--- config.mk ---
export PLATFORM = sky130hd
export DESIGN_NAME = crypto_sched
export DESIGN_NICKNAME = d
export VERILOG_FILES = /design/src/rtl/crypto_sched.sv
export SDC_FILE = /design/constraint.sdc
export NUM_CORES = 1
export LEC_CHECK = 0
export BUFFER_PORTS_ARGS = -buffer_cell sky130_fd_sc_hd__buf_4
export CORE_AREA = 2 2 359 361
export DETAILED_ROUTE_END_ITERATION = 16
export DIE_AREA = 0 0 361 363
export PLACE_DENSITY = 0.37
export SYNTH_ARGS = -nofsm -noshare
export SYNTH_HDL_FRONTEND = slang
export SYNTH_SLANG_ARGS = --single-unit
--- constraint.sdc ---
create_clock -name clk -period 7.6 [get_ports clk]
set_clock_uncertainty 0.15 [all_clocks]
set_input_delay 0.38 -clock clk [delete_from_list [all_inputs] [get_ports clk]]
set_output_delay 0.38 -clock clk [all_outputs]
set_load 0.005 [all_outputs]
--- src/rtl/crypto_sched.sv ---
// Round-robin scheduler streaming 128-bit blocks from 8 lanes through a cipher engine, writing results in place.
// Optional engine-wait timeout: define CRYPTO_SCHED_TIMEOUT_EN.
module crypto_sched #(
  parameter int unsigned LANES   = 8,
  parameter int unsigned TMO_CYC = 255
) (
  input  logic                    clk,
  input  logic                    rst_n,
  input  logic [LANES-1:0]        req_valid,
  input  logic [LANES-1:0][31:0]  req_base,
  input  logic [LANES-1:0][5:0]   req_len,
  output logic                    rd_en,
  output logic [31:0]             rd_addr,
  output logic [2:0]              rd_lane,
  input  logic [127:0]            rd_data,
  output logic                    eng_in_valid,
  output logic [127:0]            eng_in_data,
  input  logic                    eng_in_ready,
  input  logic                    eng_out_valid,
  input  logic [127:0]            eng_out_data,
  output logic                    eng_out_ready,
  output logic                    wr_en,
  output logic [31:0]             wr_addr,
  output logic [2:0]              wr_lane,
  output logic [127:0]            wr_data,
  output logic [LANES-1:0]        done,
  output logic [LANES-1:0]        err,
  output logic                    busy
);

  typedef enum logic [2:0] {
    IDLE = 3'd0,
    RD   = 3'd1,
    LAT  = 3'd2,
    PUSH = 3'd3,
    WAIT = 3'd4,
    WR   = 3'd5,
    DONE = 3'd6
  } state_t;

  state_t             state, state_n;
  logic [2:0]         rr_ptr, rr_n;
  logic [2:0]         lane, lane_n;
  logic [31:0]        cur_addr, addr_n;
  logic [5:0]         remaining, rem_n;
  logic [127:0]       hold, hold_n;
  logic [127:0]       result, result_n;
  logic [LANES-1:0]   done_q, done_n;
  logic               found;
  logic [2:0]         pick;
  logic [2:0]         cand;

`ifdef CRYPTO_SCHED_TIMEOUT_EN
  localparam int unsigned TW = $clog2(TMO_CYC + 1);
  logic [TW-1:0]      tmo_cnt;
  logic [LANES-1:0]   err_q, err_n;
  logic               tmo_hit;

  assign tmo_hit = ((state == PUSH) || (state == WAIT)) && (tmo_cnt == TW'(TMO_CYC - 1));
`endif

  always_comb begin
    found = 1'b0;
    pick  = '0;
    cand  = '0;
    for (int unsigned i = 0; i < 8; i++) begin
      cand = rr_ptr + 3'(i);
      if (!found && req_valid[cand]) begin
        found = 1'b1;
        pick  = cand;
      end
    end
  end

  always_comb begin
    state_n  = state;
    rr_n     = rr_ptr;
    lane_n   = lane;
    addr_n   = cur_addr;
    rem_n    = remaining;
    hold_n   = hold;
    result_n = result;
    done_n   = '0;
`ifdef CRYPTO_SCHED_TIMEOUT_EN
    err_n    = '0;
`endif
    case (state)
      IDLE: begin
        if (found) begin
          lane_n  = pick;
          addr_n  = req_base[pick];
          rem_n   = req_len[pick];
          rr_n    = pick + 3'd1;
          state_n = (req_len[pick] == 6'd0) ? DONE : RD;
        end
      end
      RD:   state_n = LAT;
      LAT: begin
        hold_n  = rd_data;
        state_n = PUSH;
      end
      PUSH: if (eng_in_ready) state_n = WAIT;
      WAIT: begin
        if (eng_out_valid) begin
          result_n = eng_out_data;
          state_n  = WR;
        end
      end
      WR: begin
        addr_n  = cur_addr + 32'd16;
        rem_n   = remaining - 6'd1;
        state_n = (remaining == 6'd1) ? DONE : RD;
      end
      DONE: begin
        done_n[lane] = 1'b1;
        state_n      = IDLE;
      end
      default: state_n = IDLE;
    endcase
`ifdef CRYPTO_SCHED_TIMEOUT_EN
    // Timeout wins over a same-cycle handshake so the abort is deterministic.
    if (tmo_hit) begin
      err_n[lane] = 1'b1;
      result_n    = result;
      state_n     = IDLE;
    end
`endif
  end

  always_ff @(posedge clk) begin
    if (!rst_n) begin
      state     <= IDLE;
      rr_ptr    <= '0;
      lane      <= '0;
      cur_addr  <= '0;
      remaining <= '0;
      hold      <= '0;
      result    <= '0;
      done_q    <= '0;
    end else begin
      state     <= state_n;
      rr_ptr    <= rr_n;
      lane      <= lane_n;
      cur_addr  <= addr_n;
      remaining <= rem_n;
      hold      <= hold_n;
      result    <= result_n;
      done_q    <= done_n;
    end
  end

`ifdef CRYPTO_SCHED_TIMEOUT_EN
  always_ff @(posedge clk) begin
    if (!rst_n) begin
      tmo_cnt <= '0;
      err_q   <= '0;
    end else begin
      err_q   <= err_n;
      if (((state == PUSH) || (state == WAIT)) && !tmo_hit)
        tmo_cnt <= tmo_cnt + 1'b1;
      else
        tmo_cnt <= '0;
    end
  end

  assign err = err_q;
`else
  assign err = '0;
`endif

  // Strobes decode the registered state; buses come straight from registers, so reset zeroes every output.
  assign rd_en         = (state == RD);
  assign rd_addr       = cur_addr;
  assign rd_lane       = lane;
  assign eng_in_valid  = (state == PUSH);
  assign eng_in_data   = hold;
  assign eng_out_ready = (state == WAIT);
  assign wr_en         = (state == WR);
  assign wr_addr       = cur_addr;
  assign wr_lane       = lane;
  assign wr_data       = result;
  assign done          = done_q;
  assign busy          = (state != IDLE);

endmodule

* Yosys cells after proc, flatten, opt, wreduce, memory -nomap -nowiden *
Index checks and enable logic that the tools add are counted.

operators by class
  mux-type cells = 48
  bitwise gates (word level) = 0
  add/sub/neg operators = 10
  divide/modulo/power cells = 0
  shifts and indexed selects = 0
  eq/ne operators = 10
  multiply operators = 0
  order comparisons = 11
  reductions and logical operators = 24

operator list
  kind                                                count
  binary-select mux 32 bit (select 3 bit)             1
  two-way mux 32 bit                                  2
  case mux 32 bit (2 select lines)                    1
  < comparator 3 x 4 -> 1 bit, second input constant  10
  two-way mux 3 bit                                   13
  adder 32 x 5 -> 32 bit, second input constant       1
  binary-select mux 1 bit (select 3 bit)              8
  binary-select mux 6 bit (select 3 bit)              1
  case mux 3 bit (6 select lines)                     1
  two-way mux 1 bit                                   17
  adder 3 bit, second input constant                  4
  two-way mux 6 bit                                   2
  case mux 6 bit (2 select lines)                     1
  == test 3 bit, second input constant                3
  logical AND 1 bit                                   8
  AND reduction 2 bit                                 4
  zero test 1 bit                                     7
  adder 3 x 1 -> 3 bit, second input constant         2
  adder 3 x 2 -> 3 bit, second input constant         2
  == test 3 x 2 -> 1 bit, second input constant       2
  == test 6 x 1 -> 1 bit, second input constant       1
  zero test 6 bit                                     1
  subtractor 6 x 1 -> 6 bit, second input constant    1
  != test 2 bit, second input constant                2
  8 further kinds                                     8

storage, ports and cells
  latch bits = 0
  register bits = 311
  bits in writable memories = 0
  memories kept = 0
  memory bits (read-only) = 0
  input port bits = 572

* Depth between registers and ports, before layout *
Gate-level depths: netlist (run 1).

  depth in word-level cells = 30
  depth in mapped cells = 19

* Worst setup path after synthesis (run 1) *
No wires, ideal clock.

  kind = register -> register
  start point = reg rr_ptr[1]
  end point = reg rr_ptr[2]
  required time = 7380 ps
  data arrival time = 4100 ps
  path slack = 3280 ps
  stages on the path, launching flop included = 19
  period minus slack after synthesis = 4320 ps
  buffers on the path = 6
  cells stage by stage = dfxtp_1 > clkbuf_1 > inv_1 > ha_1 > buf_4 > buf_6 > mux2_1 > mux4_2 > or3_1 > a31oi_1 > o32ai_1 > nand2_2 > buf_4 > buf_2 > clkbuf_1 > ha_1 > xnor2_1 > nand2_1 > a21boi_1

on the way
  word-level cells in the longest chain between the ends = 25

ends and longest elaborated chain
  element                                                                        RTL line  text
  from (decl)                                                                    42        logic [2:0] rr_ptr, rr_n;
  from (signal assigned)                                                         142       rr_ptr <= rr_n;
  parallel branches: the longest is 23 deep, another holds adder 3 x 1 -> 3 bit  --
  two-way mux 3 bit *                                                            68        if (!found && req_valid[cand]) begin
  via pick[1]                                                                    50        logic [2:0] pick;
  adder 3 x 1 -> 3 bit *                                                         93        rr_n = pick + 3'd1;

Mark *: on every way through the listed nets, which the timed path passes. The select of a mux whose other input is x is not followed.
A chain may end at the register's enable or synchronous reset.

* Worst setup path after layout (run 1) *
  start point = reg rr_ptr[0]
  end point = reg cur_addr[4], in the netlist rd_addr[4]

on the way
  word-level cells in the longest chain between the ends = 28

ends and longest elaborated chain
  element                                                                        RTL line  text
  parallel branches: the longest is 28 deep, another holds adder 3 x 1 -> 3 bit  --
  to (signal assigned)                                                           144       cur_addr <= addr_n;
  to (decl)                                                                      44        logic [31:0] cur_addr, addr_n;

Several ways; the timed one is not identified. The select of a mux whose other input is x is not followed.

==> impl_metrics.ini, run 1 <==
[layout]
drive_gt1_share_pct = 35.1
areaGrowthSynthToFinish_pct = 79.1
nNetsFinal = 3545

[yosys]
post-synth-top-count-cell = nand2_1
synth.area.top_cells = dfxtp_1 (40%), nand2_1 (14%), mux2i_1 (7.7%)
synthCells = 1908
avgSynthCellArea_um2 = 8.13
yosys.area_share.simple_pct = 19.7
synth-seq-cells = 311
synthXorXnorAreaFrac_pct = 0.564
syn_area_um2 = 15500
yosysSeqAreaShare_pct = 40.1
synthArstFlopShare_pct = 0
yosys-top-cells-count = nand2_1 (590), dfxtp_1 (311), a21oi_1 (209)
synth_mux_area_share_pct = 13.6
synthAdderAreaFrac_pct = 0.484
synth.distinct_cells = 73
synth_top_area_share_pct = 40.1
synth_compound_area_share_pct = 18.6
ys_warn_count = 0
synth_top_family_by_area = simple AND/OR/NAND/NOR gates
yosysTopAreaCell = dfxtp_1
synth_edf_count = 0
synth_ff_type = dfxtp_1

[drt]
wire_per_inst_um = 19.5
dr.pass1.iters = 5
ant_nets = 0
viasPerCell = 3.80
drt_iter0_drc = 853
drt_drc_violations_left = 0
wl_um = 91100
vias = 17800

[floorplanning]
core_area_um2 = 127000
rows = 131
die_x_um = 361
start_util_pct = 12.2
io-pin-count = 919
die_h_um = 363
die-area_um2 = 131000

[clock_tree]
clock-sinks = 311
cts.path.max_buffers = 3
cts_made_buffers = 43
cts-root-buf = clkbuf_16
clk_pin_slew_worst_paths_ns = 0.06
htreeDepth = 2
clk_latency_ns = 0.60
cts_resized = 0
cts_tree = yes

[worst_setup_path]
required_ns = 7.94
cp_max_fo = 55
cp_cell_sequence = inv_2 -> ha_1 -> mux4_2 -> a221oi_1 -> a21oi_1 -> o221ai_1 -> o221a_4 -> buf_4 -> mux2i_1 -> dlygate4sd3_1 -> nand2_1 -> a31oi_1 -> o21ai_1
critical_path_arrival_ns = 6.39
end_kind = register
cpPeakStageDelay_ns = 0.88
cpMaxStageDelayCell = o221a_4
crit_type = reg2reg
worstSetupStartpointType = register

[global_routing]
grt_util_all_layers_pct = 13.2
gr-total-overflow = 0
grt_antenna_before_repair = 19
grt_pass1_vias = 17900
grt_max_degree = 129
grt_pass1_wl_um = 128000

[sta]
hold_viol_final = 0
final.min_clock_period_ns = 6.06
rsz0062_at_grt = false
fmax_mhz = 165
setup_ws_ns = 1.54
slew_violations = 0
setup_viol = 0
slew_headroom_pct = 28.2
post-route-period-util_pct = 79.7
tns_ns = 0
worst_pin_slew_ns = 1.08

[placement]
dp_hpwl_um = 71200
gp_congestion = 0.807
pre_cts_slack_ns = 1.84
io_buffers = 910

[hold_path]
hp-class = in2reg

[flow_run]
maxCapViolCount = 0

[power_and_ir_drop]
leakage_nw = 11.9
powerDensity_nw_per_um2 = 308
max-vdd-ir-drop_v = 0.000225

[run_status]
status = complete, no violations
-- flip-flops by register name, indices dropped and copies added (netlist names) --
| name | count |
|---|---|
| done | 8 |
| rd_lane | 3 |
| eng_in_data | 128 |
| rr_ptr | 3 |
| remaining | 6 |
| wr_data | 128 |
| state | 3 |
| rd_addr | 32 |
-- layer usage --
layer | up-vias | track usage [%] | wire [µm] | part of all wire (%)
li1 | 8686 | - | - | -
met1 | 8260 | 15.7 | 37400 | 41
met2 | 661 | 22.4 | 43800 | 48
met3 | 124 | 4.28 | 7210 | 7.9
met4 | 22 | 4.25 | 2590 | 2.8
met5 | - | 0 | 137 | 0.15
-- cell type report --
| class | instances | area (µm²) |
|---|---|---|
| Multi-Input combinational cell | 1394 | 8300 |
| Sequential cell | 311 | 6230 |
| Clock inverter | 14 | 169 |
| Tap cell | 1662 | 2080 |
| Clock buffer | 66 | 1250 |
| Fill cell | 14200 | 99200 |
| Timing Repair Buffer | 1199 | 9690 |
| Antenna cell | 2 | 5.00 |
| Inverter | 18 | 72.6 |
-- placed cells by master (no fill, tap or decap), drive strengths merged, types with 7 or more instances in the layout --
cell type,Yosys,final
conb,1,8
a21oi,209,209
nor2b,23,23
mux2i,119,119
nand2,592,592
a31oi,23,23
mux4,32,32
a211oi,41,41
a21boi,81,81
buf,80,932
nor2,45,45
o21ai,29,29
inv,17,19
a211o,12,12
clkbuf,112,66
nor3,20,20
nand4,7,7
nand3,29,29
xnor2,7,7
dfxtp,311,311
clkinv,1,9
mux2,16,16
dlygate4sd3,0,267
-- metrics by stage --
step                hold slack [ns]  util, %  cells  total power, mW  instance area [µm²]
finish                       0.0579     21.9   4666             8.55                27800
global route                 0.0566     21.9   4665             9.19                27800
CTS                         0.00196     21.9   4664             8.79                27800
detailed placement            0.297     18.7   4317             6.50                23700
global placement              0.293     18.7   4317             6.49                23700
floorplan                     0.303        -   1915             4.83                15500
-- cells by family after synthesis --
family,Yosys count
other,1
muxes,167
buffers and inverters,210
AOI/OAI and AO/OA,454
and+or+nand+nor,749
xor gates and xnor gates,10
DFF,311
adders and majority gates,6
-- critical path, delay by kind of cell (launching register included) --
kind                       cells  cell delay, ns
AOI/OAI and AO/OA              6            1.85
muxes                          2            0.88
adders and majority gates      1            0.85
and+or+nand+nor                1            0.05
buffers and inverters          3            1.31
DFF                            1            0.76
-- what timing repair did --
action | in CTS | in global routing
setup buffers | 0 | 0
setup endpoints to repair | 0 | 0
hold buffers | 267 | 0
endpoints found under the hold margin | 261 | 0
-- power by group --
group | internal, mW | switching, mW | total (mW)
combinational | 1.89 | 2.38 | 4.27
sequential | 1.90 | 0.318 | 2.22
clock | 1.21 | 0.857 | 2.07
-- worst paths after layout --
kind                        start              end  slack (ns)  cells after the start
hold / removal      req_base[228]       rd_addr[4]        0.06                      5
hold reg to reg   eng_in_data[88]  eng_in_data[88]        0.30                      2
setup / recovery        rr_ptr[0]       rd_addr[4]        1.54                     13
setup reg to reg        rr_ptr[0]       rd_addr[4]        1.54                     13
Note: power is estimated with default switching activity, not from simulation.
==> inputs of run 2 (changes only) <==
--- a/config.mk
+++ b/config.mk
@@ -9,7 +9,7 @@
 export CORE_AREA = 2 2 359 361
 export DETAILED_ROUTE_END_ITERATION = 16
 export DIE_AREA = 0 0 361 363
-export PLACE_DENSITY = 0.37
+export PLACE_DENSITY = 0.38
 export SYNTH_ARGS = -nofsm -noshare
 export SYNTH_HDL_FRONTEND = slang
 export SYNTH_SLANG_ARGS = --single-unit
==> constraint.sdc (replaced) <==
create_clock -name clk -period 5 [get_ports clk]
set_clock_uncertainty 0.15 [all_clocks]
set_input_delay 0.25 -clock clk [delete_from_list [all_inputs] [get_ports clk]]
set_output_delay 0.25 -clock clk [all_outputs]
set_load 0.005 [all_outputs]
==> impl_metrics.ini, run 2 (same netlist as run 1, synthesis figures left out) <==
[worst_setup_path]
cp_max_fo = 26
cpMaxStageDelayCell = dlygate4sd3_1
worstSetupStartpointType = register
cpPeakStageDelay_ns = 0.58
cp_cell_sequence = inv_2 -> ha_1 -> buf_4 -> mux2i_1 -> mux4_2 -> a32o_1 -> nand4_1 -> o221a_4 -> buf_12 -> buf_12 -> buf_12 -> mux2i_1 -> nand2_1 -> nand3_1 -> a31oi_1 -> dlygate4sd3_1
path_common_cell = buf_12
crit_type = reg2reg
required_ns = 5.34
end_kind = register
critical_path_arrival_ns = 5.18

[layout]
areaGrowthSynthToFinish_pct = 88.5
n_fill_cell = 14200
layout_commonest_cell = buf_4
final_cell_mix = buf_4 (945), nand2_1 (589), dlygate4sd3_1 (376)
drive_gt1_share_pct = 34.5
nNetsFinal = 3678

[sta]
post-route-period-util_pct = 96.9
hold_viol_final = 0
setup_viol = 0
fmax_mhz = 207
worst_pin_slew_ns = 1.04
final.min_clock_period_ns = 4.84
rsz0062_at_grt = true
setup_ws_ns = 0.157
slew_headroom_pct = 29.6
tns_ns = 0
slew_violations = 0

[placement]
pre_cts_slack_ns = 0.479
gp_congestion = 0.844
io_buffers = 910
dp_hpwl_um = 73100

[floorplanning]
die_x_um = 361
core_area_um2 = 127000
die-area_um2 = 131000
start_util_pct = 12.2
io-pin-count = 919
rows = 131
die_h_um = 363

[drt]
vias = 18400
wl_um = 93300
viasPerCell = 3.83
drt_drc_violations_left = 0
wire_per_inst_um = 19.5
drt_iter0_drc = 970
ant_nets = 0
dr.pass1.iters = 7

[hold_path]
hp-class = in2reg

[global_routing]
grt_antenna_before_repair = 18
grt_pass1_wl_um = 130000
grt_util_all_layers_pct = 13.4
grt_max_degree = 129
grt_use_met3_pct = 3.93
use_met2_pct = 23.9
met1_usage_pct = 15.4
top_usage_layer = met2
gr-total-overflow = 0
grt_pass1_vias = 18700

[clock_tree]
clk_latency_ns = 0.61
cts_tree = yes
htreeDepth = 2
postCtsSetupBuffers = 0
cts-root-buf = clkbuf_16
cts.path.max_buffers = 3
clock-sinks = 311
cts_made_buffers = 43
clk_pin_slew_worst_paths_ns = 0.07

[power_and_ir_drop]
powerDensity_nw_per_um2 = 476
max-vdd-ir-drop_v = 0.000396
leakage_nw = 12.5

[run_status]
status = complete, no violations

[flow_run]
maxCapViolCount = 0
## run 2: final timing paths
path / from / end / slack (ns) / cells past startpoint
max: rr_ptr[0] / rd_addr[22] / 0.16 / 16
min: eng_out_valid / state[0] / 0.04 / 5
min reg2reg: eng_in_data[105] / eng_in_data[105] / 0.30 / 2
max reg2reg: rr_ptr[0] / rd_addr[22] / 0.16 / 16
## run 2: critical path, delay by kind of cell, from the launching register on
kind,cells,cell delay (ns)
adders and majority gates,1,0.36
buffers and inverters,6,1.52
DFF,1,0.34
AOI/OAI and AO/OA,3,0.90
and+or+nand+nor,3,0.39
muxes,3,0.99
## run 2: timing repair
| action | 4_1_cts | 5_1_grt |
|---|---|---|
| hold endpoints to repair | 291 | 0 |
| hold buffers | 376 | 0 |
| endpoints found under the setup margin | 0 | 8 |
| gates resized for setup | 0 | 6 |
## run 2: power by group
| group | switching, mW | internal (mW) | leakage (nW) |
|---|---|---|---|
| sequential | 0.404 | 2.89 | 2.53 |
| clock | 1.31 | 1.98 | 0.725 |
| combinational | 3.88 | 3.46 | 9.30 |
## run 2: per-stage QoR
stage          instances  util [%]  total power, mW  hold slack [ns]  area [µm²]
5_1_grt             4794      23.0             14.8           0.0564       29300
3_5_place_dp        4340      18.9             10.1            0.297       24000
6_report            4795      23.0             13.9           0.0438       29300
4_1_cts             4792      23.0             14.1         0.000733       29200
2_1_floorplan       1915         -             7.34            0.236       15500
3_3_place_gp        4340      18.9             10.1            0.293       24000
## run 2: area by class of cell
type | count | area (µm²) | area share [%]
Antenna cell | 2 | 5.00 | 0.0171
Clock inverter | 16 | 251 | 0.860
Timing Repair Buffer | 1332 | 11100 | 37.9
Tap cell | 1662 | 2080 | 7.11
Sequential cell | 311 | 6230 | 21.3
Multi-Input combinational cell | 1394 | 8300 | 28.4
Clock buffer | 60 | 1230 | 4.20
Inverter | 18 | 77.6 | 0.265
## run 2: per-layer routing
layer | vias up | wire [µm]
met1 | 8559 | 37700
met3 | 126 | 6550
met5 | - | 184
met2 | 726 | 46500
li1 | 8931 | -
met4 | 28 | 2360
